`config.mk`:
```
export PLATFORM = sky130hd
export DESIGN_NAME = writeback_stage
export DESIGN_NICKNAME = d
export VERILOG_FILES = /design/src/rtl/writeback_stage.sv
export SDC_FILE = /design/constraint.sdc
export NUM_CORES = 1
export LEC_CHECK = 0
export BUFFER_PORTS_ARGS = -buffer_cell sky130_fd_sc_hd__buf_2
export CAP_MARGIN = 20
export CORE_ASPECT_RATIO = 2
export CORE_MARGIN = 2
export CORE_UTILIZATION = 56
export CTS_CLUSTER_DIAMETER = 120
export CTS_CLUSTER_SIZE = 14
export DETAILED_ROUTE_END_ITERATION = 8
export HOLD_SLACK_MARGIN = 0.1
export PLACE_DENSITY = 0.84
export SLEW_MARGIN = 15
export SYNTH_ARGS = -nofsm -noshare
export SYNTH_HDL_FRONTEND = slang
export SYNTH_SLANG_ARGS = --single-unit
```
`constraint.sdc`:
```
create_clock -name clk -period 8.9 [get_ports clk]
set_clock_uncertainty 0.05 [all_clocks]
set_input_delay 0.445 -clock clk [delete_from_list [all_inputs] [get_ports clk]]
set_output_delay 0.445 -clock clk [all_outputs]
set_load 0.05 [all_outputs]
```
`src/rtl/writeback_stage.sv`:
```
// Writeback stage of the RV32I pipeline: formats load data, drives the
// base-register write port, stalls while a load's ack is outstanding and
// counts retired instructions.

`ifndef OPCODE_WIDTH
`define OPCODE_WIDTH 11
`endif
`ifndef LOAD
`define LOAD 0
`endif
`ifndef STORE
`define STORE 1
`endif

module writeback_stage #(
    parameter int OPCODE_W  = `OPCODE_WIDTH,
    parameter int INSTRET_W = 64
) (
    input  logic                 clk,
    input  logic                 rst,
    input  logic [2:0]           memory_funct3,
    input  logic [OPCODE_W-1:0]  memory_opcode_type,
    input  logic                 memory_rd_wr_en,
    input  logic [4:0]           memory_rd,
    input  logic [31:0]          memory_rd_wr_data,
    input  logic [1:0]           memory_addr_lsb,
    input  logic                 main_memory_wb_ack,
    input  logic [31:0]          main_memory_wb_rd_data,
    input  logic                 clk_en,
    input  logic                 stall,
    input  logic                 flush,
    output logic                 rf_wr_en,
    output logic [4:0]           rf_wr_addr,
    output logic [31:0]          rf_wr_data,
    output logic                 retire,
    output logic [INSTRET_W-1:0] instret,
    output logic                 next_stall
);

    typedef enum logic [1:0] {RUN, WAIT_ACK, DRAIN} state_t;

    state_t                 state, state_nx;
    logic                   buf_valid;
    logic [31:0]            buf_data;
    logic [INSTRET_W-1:0]   instret_q;

    logic                   valid, is_load;
    logic                   complete, use_buf, ack_used, kill_buf, stall_req;
    logic [31:0]            load_word;
    logic                   unused_opcode;

    assign valid         = clk_en & ~flush;
    assign is_load       = memory_opcode_type[`LOAD];
    assign unused_opcode = ^memory_opcode_type;

    function automatic logic [31:0] load_fmt(input logic [2:0]  f3,
                                             input logic [1:0]  lsb,
                                             input logic [31:0] d);
        logic [7:0]  b;
        logic [15:0] h;
        case (lsb)
            2'd0:    b = d[7:0];
            2'd1:    b = d[15:8];
            2'd2:    b = d[23:16];
            default: b = d[31:24];
        endcase
        h = lsb[1] ? d[31:16] : d[15:0];
        case (f3)
            3'b000:  load_fmt = {{24{b[7]}}, b};
            3'b100:  load_fmt = {24'd0, b};
            3'b001:  load_fmt = {{16{h[15]}}, h};
            3'b101:  load_fmt = {16'd0, h};
            3'b010:  load_fmt = d;
            default: load_fmt = '0;
        endcase
    endfunction

    // Completion, ack ownership and next-state decision for the current instruction
    always_comb begin
        state_nx  = state;
        complete  = 1'b0;
        use_buf   = 1'b0;
        ack_used  = 1'b0;
        kill_buf  = 1'b0;
        stall_req = 1'b0;
        case (state)
            RUN: begin
                if (valid && is_load) begin
                    if (buf_valid || main_memory_wb_ack) begin
                        if (!stall) begin
                            complete = 1'b1;
                            use_buf  = buf_valid;
                            ack_used = ~buf_valid;
                        end
                    end else begin
                        stall_req = 1'b1;
                        if (!stall) state_nx = WAIT_ACK;
                    end
                end else if (valid && !stall) begin
                    complete = 1'b1;
                end
            end
            WAIT_ACK: begin
                // Killed while waiting: data already here (or arriving now)
                // belongs to the dead load; otherwise drain the future ack.
                if (!valid) begin
                    ack_used = main_memory_wb_ack;
                    kill_buf = 1'b1;
                    state_nx = (main_memory_wb_ack || buf_valid) ? RUN : DRAIN;
                end else if (buf_valid || main_memory_wb_ack) begin
                    if (!stall) begin
                        complete = 1'b1;
                        use_buf  = buf_valid;
                        ack_used = ~buf_valid;
                        state_nx = RUN;
                    end
                end else begin
                    stall_req = 1'b1;
                end
            end
            DRAIN: begin
                stall_req = valid & is_load;
                if (main_memory_wb_ack) begin
                    ack_used = 1'b1;
                    state_nx = (valid && is_load) ? WAIT_ACK : RUN;
                end
                if (valid && !is_load && !stall) complete = 1'b1;
            end
            default: state_nx = RUN;
        endcase
    end

    assign load_word  = use_buf ? buf_data : main_memory_wb_rd_data;
    assign retire     = ~rst & complete;
    assign rf_wr_en   = retire & memory_rd_wr_en & (|memory_rd);
    assign rf_wr_addr = memory_rd;
    assign rf_wr_data = is_load ? load_fmt(memory_funct3, memory_addr_lsb, load_word)
                                : memory_rd_wr_data;
    assign next_stall = ~rst & stall_req;
    assign instret    = instret_q;

    // State, early-ack buffer and retired-instruction counter
    always_ff @(posedge clk or posedge rst) begin
        if (rst) begin
            state     <= RUN;
            buf_valid <= 1'b0;
            buf_data  <= '0;
            instret_q <= '0;
        end else begin
            state <= state_nx;
            if (main_memory_wb_ack && !ack_used) begin
                buf_valid <= 1'b1;
                buf_data  <= main_memory_wb_rd_data;
            end else if (use_buf || kill_buf) begin
                buf_valid <= 1'b0;
            end
            if (complete) instret_q <= instret_q + 1'b1;
        end
    end

endmodule

```
After elaboration in Yosys (flattened, before gate mapping)
Index checks and enable logic that the tools add are counted. W data, S select, Z words.

Register bits: 99. Bits in latches: 0. Memory bits (writable): 0. ROM bits: 0. Input port bits: 92. Output and inout port bits: 104. Logic and storage cells: 85. Memories: 0.

Add/subtract/negate cells: 1. Multiply operators: 0. Div/mod/pow operators: 0. Magnitude comparators: 0. Equality and inequality tests: 14. Shift operators: 0. Mux-type cells: 41. Bitwise operators: 9. Reductions and logical operators: 16.

Operator list (count): $pmux W32 S5 (1); $add A64 B1 Y64 const B (1); $mux W32 (2); $pmux W8 S3 (1); $mux W1 (23); $mux W16 (1); $mux W2 (8); $pmux W1 S3 (3); $ne A2 B2 Y1 const B (4); $and A1 B1 Y1 (6); $eq A3 B3 Y1 const B (2); $ne A3 B3 Y1 const B (2); $pmux W2 S3 (1); $reduce_and A6 Y1 (1); $logic_and A1 B1 Y1 (5); $reduce_or A5 Y1 (1); $eq A2 B1 Y1 const B (2); $eq A2 B2 Y1 const B (2); $logic_not A2 Y1 (2); $eq A3 B1 Y1 const B (1); $eq A3 B2 Y1 const B (1); $logic_not A1 Y1 (3); $logic_not A3 Y1 (1); $not A1 Y1 (3); other kinds (3) (4).

Logic depth before layout (Yosys ltp)
Depth in word-level cells: 9. Gate-level depth with buffers: 10. Mapped depth without buffers: 7.

Least setup slack after synthesis
OpenSTA, ideal clock, no wires.

Kind: input to output. Start: in rst. End: out rf_wr_en. Data arrival time: 3.742 ns. Data required time: 8.405 ns. Path slack: 4.663 ns. Stages: 3. Cell sequence: inv_1 and2_1 o311a_1.

Longest elaborated chain between the ends: 4.

Ends and longest elaborated chain: start, declared (line 20) `input logic rst,`; $not A1 Y1 (line 134) `assign retire = ~rst & complete;`; $and A1 B1 Y1 (line 134); named net retire (line 35) `output logic retire,`; $and A1 B1 Y1 (2 in a row) (line 135) `assign rf_wr_en = retire & memory_rd_wr_en & (|memory_rd);`; end, declared (line 32) `output logic rf_wr_en,`.

The timed path passes the listed nets, and every way through them passes these cells.

Worst setup path in the final report
Start: reg state[1]. End: out rf_wr_data[30].

Longest elaborated chain between the ends: 6.

Ends and longest elaborated chain: start, declared (line 42) `state_t state, state_nx;`; start signal, assigned (line 150) `state <= state_nx;`; $eq A2 B1 Y1 or $logic_not A2 Y1 (tied branches) (line 86) `case (state)`; $pmux W1 S2 (*) (line 86); $mux W32 (*) (line 133) `assign load_word = use_buf ? buf_data : main_memory_wb_rd_data;`; $pmux W8 S3 or $mux W16 (tied branches) (line 61, 67); $pmux W32 S5 (*) (line 68) `case (f3)`; $mux W32 (*) (line 137) `assign rf_wr_data = is_load ? load_fmt(memory_funct3, memory_addr_lsb, load_word)`; end, declared (line 34) `output logic [31:0] rf_wr_data,`.

Every way passes the cells marked *; elsewhere a longest branch is shown, timed or not.

==> load_flow_metrics.sql <==
INSERT INTO impl_metrics (metric_group, metric, value, unit) VALUES
('setup_path', 'startpoint_of_the_most_critical_register_to_register_path', 'state[0]$_DFFE_PP0P_', ''),
('synthesis', 'yosys.area_share.xor_xnor', '9.08', '%'),
('global_route', 'number_of_global_route_vias_before_repair', '5848', ''),
('synthesis', 'synth.area.mux_share', '8.98', '%'),
('layout', 'final_design_area_no_fill', '7380', 'um^2'),
('setup_path', 'timing.reg2reg.setup_slack', '6040', 'ps'),
('placed_design', 'dp.final_hpwl', '13900', 'um'),
('sta', 'hold_ws', '128', 'ps'),
('synthesis', 'ys_warn_count', '0', ''),
('global_route', 'initial_antenna_violation_count', '0', ''),
('routing', 'routed_wirelength', '18000', 'um'),
('routing', 'post_drt_wl_per_cell', '19.1', 'um'),
('setup_path', 'critical-path-slowest-cell', 'a21o_1', ''),
('synthesis', 'combinational_family_with_the_most_area_after_synthesis', 'simple AND/OR/NAND/NOR gates', ''),
('setup_path', 'critical_path.top_delay_family', 'simple AND/OR/NAND/NOR gates', ''),
('floorplan', 'design.die.area', '11800', 'um^2'),
('cts', 'post_cts_resize_count', '0', ''),
('layout', 'insertedDiodeCount', '0', ''),
('layout', 'layout.filler_cells', '806', ''),
('cts', 'clock_tree.htree_level_count', '3', ''),
('floorplan', 'initial_utilization', '57.6', '%'),
('sta', 'fmax', '236', 'MHz'),
('cts', 'clock_sink_count', '99', ''),
('synthesis', 'syn_inst', '635', ''),
('setup_path', 'crit_arrival', '3740', 'ps'),
('floorplan', 'top_level_ports', '196', ''),
('synthesis', 'synth.area.top_cells', 'dfrtp_1 (41%), mux2_2 (8.2%), nand3_1 (5.0%)', ''),
('cts', 'cts-root-buf', 'clkbuf_16', ''),
('synthesis', 'yosys.cell_types.count', '60', ''),
('synthesis', 'postSynth.topFlopCell', 'dfrtp_1', ''),
('routing', 'drt_iter0_markers', '350', ''),
('global_route', 'global_route.overflow_total', '0', ''),
('synthesis', 'synthAdderAreaFrac', '1.03', '%'),
('cts', 'post-cts-setup-buffers', '0', ''),
('sta', 'post-route-period-util', '47.5', '%'),
('sta', 'setup-violations-final', '0', ''),
('setup_path', 'timing.reg2reg.worst_path_depth', '7', ''),
('routing', 'firstDrtPassIters', '5', ''),
('setup_path', 'crit_path_category', 'flip-flop to output pin', ''),
('sta', 'finalSetupTns', '0', 'ps'),
('sta', 'rsz0062_at_grt', 'no', ''),
('setup_path', 'crit_path_frequent_cell', 'nand3_1', ''),
('synthesis', 'synth.avg_cell_area', '9.57', 'um^2'),
('setup_path', 'critical_path_required', '8410', 'ps'),
('synthesis', 'post_synthesis_simple_gate_area_fraction', '22.4', '%'),
('pwr', 'power.density', '203', 'nW/um^2'),
('synthesis', 'synth_enable_flop_cells', '0', ''),
('routing', 'avgViaCountPerCell', '6.08', ''),
('synthesis', 'yosysTopAreaCellShare', '40.8', '%'),
('floorplan', 'die_width', '77.7', 'um'),
('cts', 'cts.reportedPaths.clkPinSlew', '80', 'ps'),
('setup_path', 'critical_path_depth', '8', ''),
('placed_design', 'placed_cell_area', '7080', 'um^2'),
('layout', 'layout.nets', '900', ''),
('sta', 'final_period_minus_worst_setup_slack', '4230', 'ps'),
('setup_path', 'endpoint_kind', 'output pin', ''),
('floorplan', 'core.rowCount', '53', ''),
('sta', 'hold_viol', '0', ''),
('outcome', 'status', 'finished, final reports clean', ''),
('floorplan', 'die_h', '151', 'um'),
('layout', 'finish.cell_count_without_fillers', '945', ''),
('layout', 'area_added_between_synthesis_and_finish', '21.5', '%'),
('synthesis', 'yosysTopAreaCell', 'dfrtp_1', ''),
('synthesis', 'synthesis.nets', '732', ''),
('cts', 'cts_buffers', '9', ''),
('global_route', 'wire_length_of_the_first_global_routing_pass', '28300', 'um'),
('layout', 'drive_gt1_share', '34.5', '%'),
('sta', 'final_max_slew_viol_count', '0', ''),
('placed_design', 'place_congestion', '0.959', ''),
('floorplan', 'coreArea', '10500', 'um^2'),
('cts', 'ctsLongestPathBuffers', '2', '');
[metrics by stage]
| step | setup slack (ps) | util (%) |
|---|---|---|
| 6_report | 4670 | 70.0 |
| 5_1_grt | 4380 | 70.0 |
| 4_1_cts | 4710 | 69.9 |
| 3_5_place_dp | 4860 | 67.1 |
| 3_3_place_gp | 4940 | 67.1 |
| 2_1_floorplan | 4660 | - |
[worst max path at each step]
stage | end | slack [ps]
after floorplan | rf_wr_en | 4660
after global routing | rf_wr_data[30] | 4380
after detailed placement | rf_wr_data[30] | 4860
after global placement | rf_wr_data[30] | 4940
after CTS | rf_wr_data[30] | 4710
final | rf_wr_data[30] | 4670
[cell usage in the layout (no fill, tap or decap), drive strengths merged, types with 2 or more instances in the layout]
cell type,synthesis,routed
nor3,17,17
nand4,30,30
mux2,44,44
nor2b,18,18
and3,7,7
nand3,61,61
ha,5,5
xnor2,31,31
a2bb2oi,8,8
o21ai,24,24
clkbuf,21,10
buf,17,195
nand4bb,2,2
a21oi,43,43
nor2,25,25
mux2i,5,5
and2,10,10
clkinvlp,0,2
a211oi,3,3
and4,5,5
o221ai,9,9
dfrtp,99,99
xor2,32,32
nor3b,3,3
a2111oi,8,8
a31oi,3,3
o21bai,2,2
nand2,30,30
or3,3,3
inv,33,36
nand2b,3,3
nor4,10,10
o22ai,9,9
[state kept, by name, indices dropped and copies added, names as in the netlist]
register / flops
buf_valid: 1
state: 2
instret: 64
buf_data: 32
[logic make-up after synthesis]
logic type               count (synthesis)
adder cells (fa/ha/maj)                  5
flip-flops                              99
multiplexers                            49
buffers and inverters                   71
AO/OA/AOI/OAI                          119
XOR/XNOR                                63
AND/OR/NAND/NOR                        229
[synthesized netlist by cell type (2+ instances only)]
| cell | count |
|---|---|
| dfrtp_1 | 99 |
| nand3_1 | 61 |
| mux2_2 | 44 |
| a21oi_1 | 42 |
| inv_1 | 33 |
| xor2_1 | 32 |
| xnor2_1 | 31 |
| nand2_1 | 29 |
| nand4_1 | 25 |
| nor2_1 | 25 |
| o21ai_0 | 24 |
| clkbuf_1 | 20 |
| nor2b_1 | 18 |
| nor3_1 | 14 |
| and2_1 | 10 |
| o221ai_1 | 9 |
| o22ai_1 | 9 |
| a2111oi_0 | 8 |
| a2bb2oi_1 | 8 |
| buf_2 | 8 |
| and3_1 | 7 |
| buf_4 | 7 |
| and4_1 | 5 |
| ha_1 | 5 |
| mux2i_1 | 5 |
| nor4_2 | 5 |
| nand4_2 | 4 |
| nor4_1 | 4 |
| a31oi_1 | 3 |
| nand2b_1 | 3 |
| nor3b_1 | 3 |
| or3_1 | 3 |
| a211oi_2 | 2 |
| nand4bb_1 | 2 |
| nor3_2 | 2 |
| o21bai_1 | 2 |
[report_power, final]
part | leakage (uW) | internal [uW] | switching, uW
registers | 0.00127 | 540 | 59.7
clock network | 0.000139 | 203 | 182
logic | 0.00228 | 199 | 316
[layout make-up]
cell class,count,area (um^2),area share [%]
Multi-Input combinational cell,465,3310,44.8
Sequential cell,99,2480,33.6
Timing Repair Buffer,195,1000,13.6
Clock buffer,10,239,3.24
Tap cell,137,171,2.32
Inverter,33,126,1.71
Clock inverter,6,55.1,0.746
[routing by layer]
| metal | wire [um] | part of all wire (%) | global-route usage (%) |
|---|---|---|---|
| met1 | 6090 | 34 | 29.6 |
| met2 | 9990 | 55 | 58.2 |
| met3 | 1050 | 5.8 | 4.65 |
| met4 | 885 | 4.9 | 19.2 |
| met5 | 0 | 0 | 0 |
Note: power is estimated with default switching activity, not from simulation.
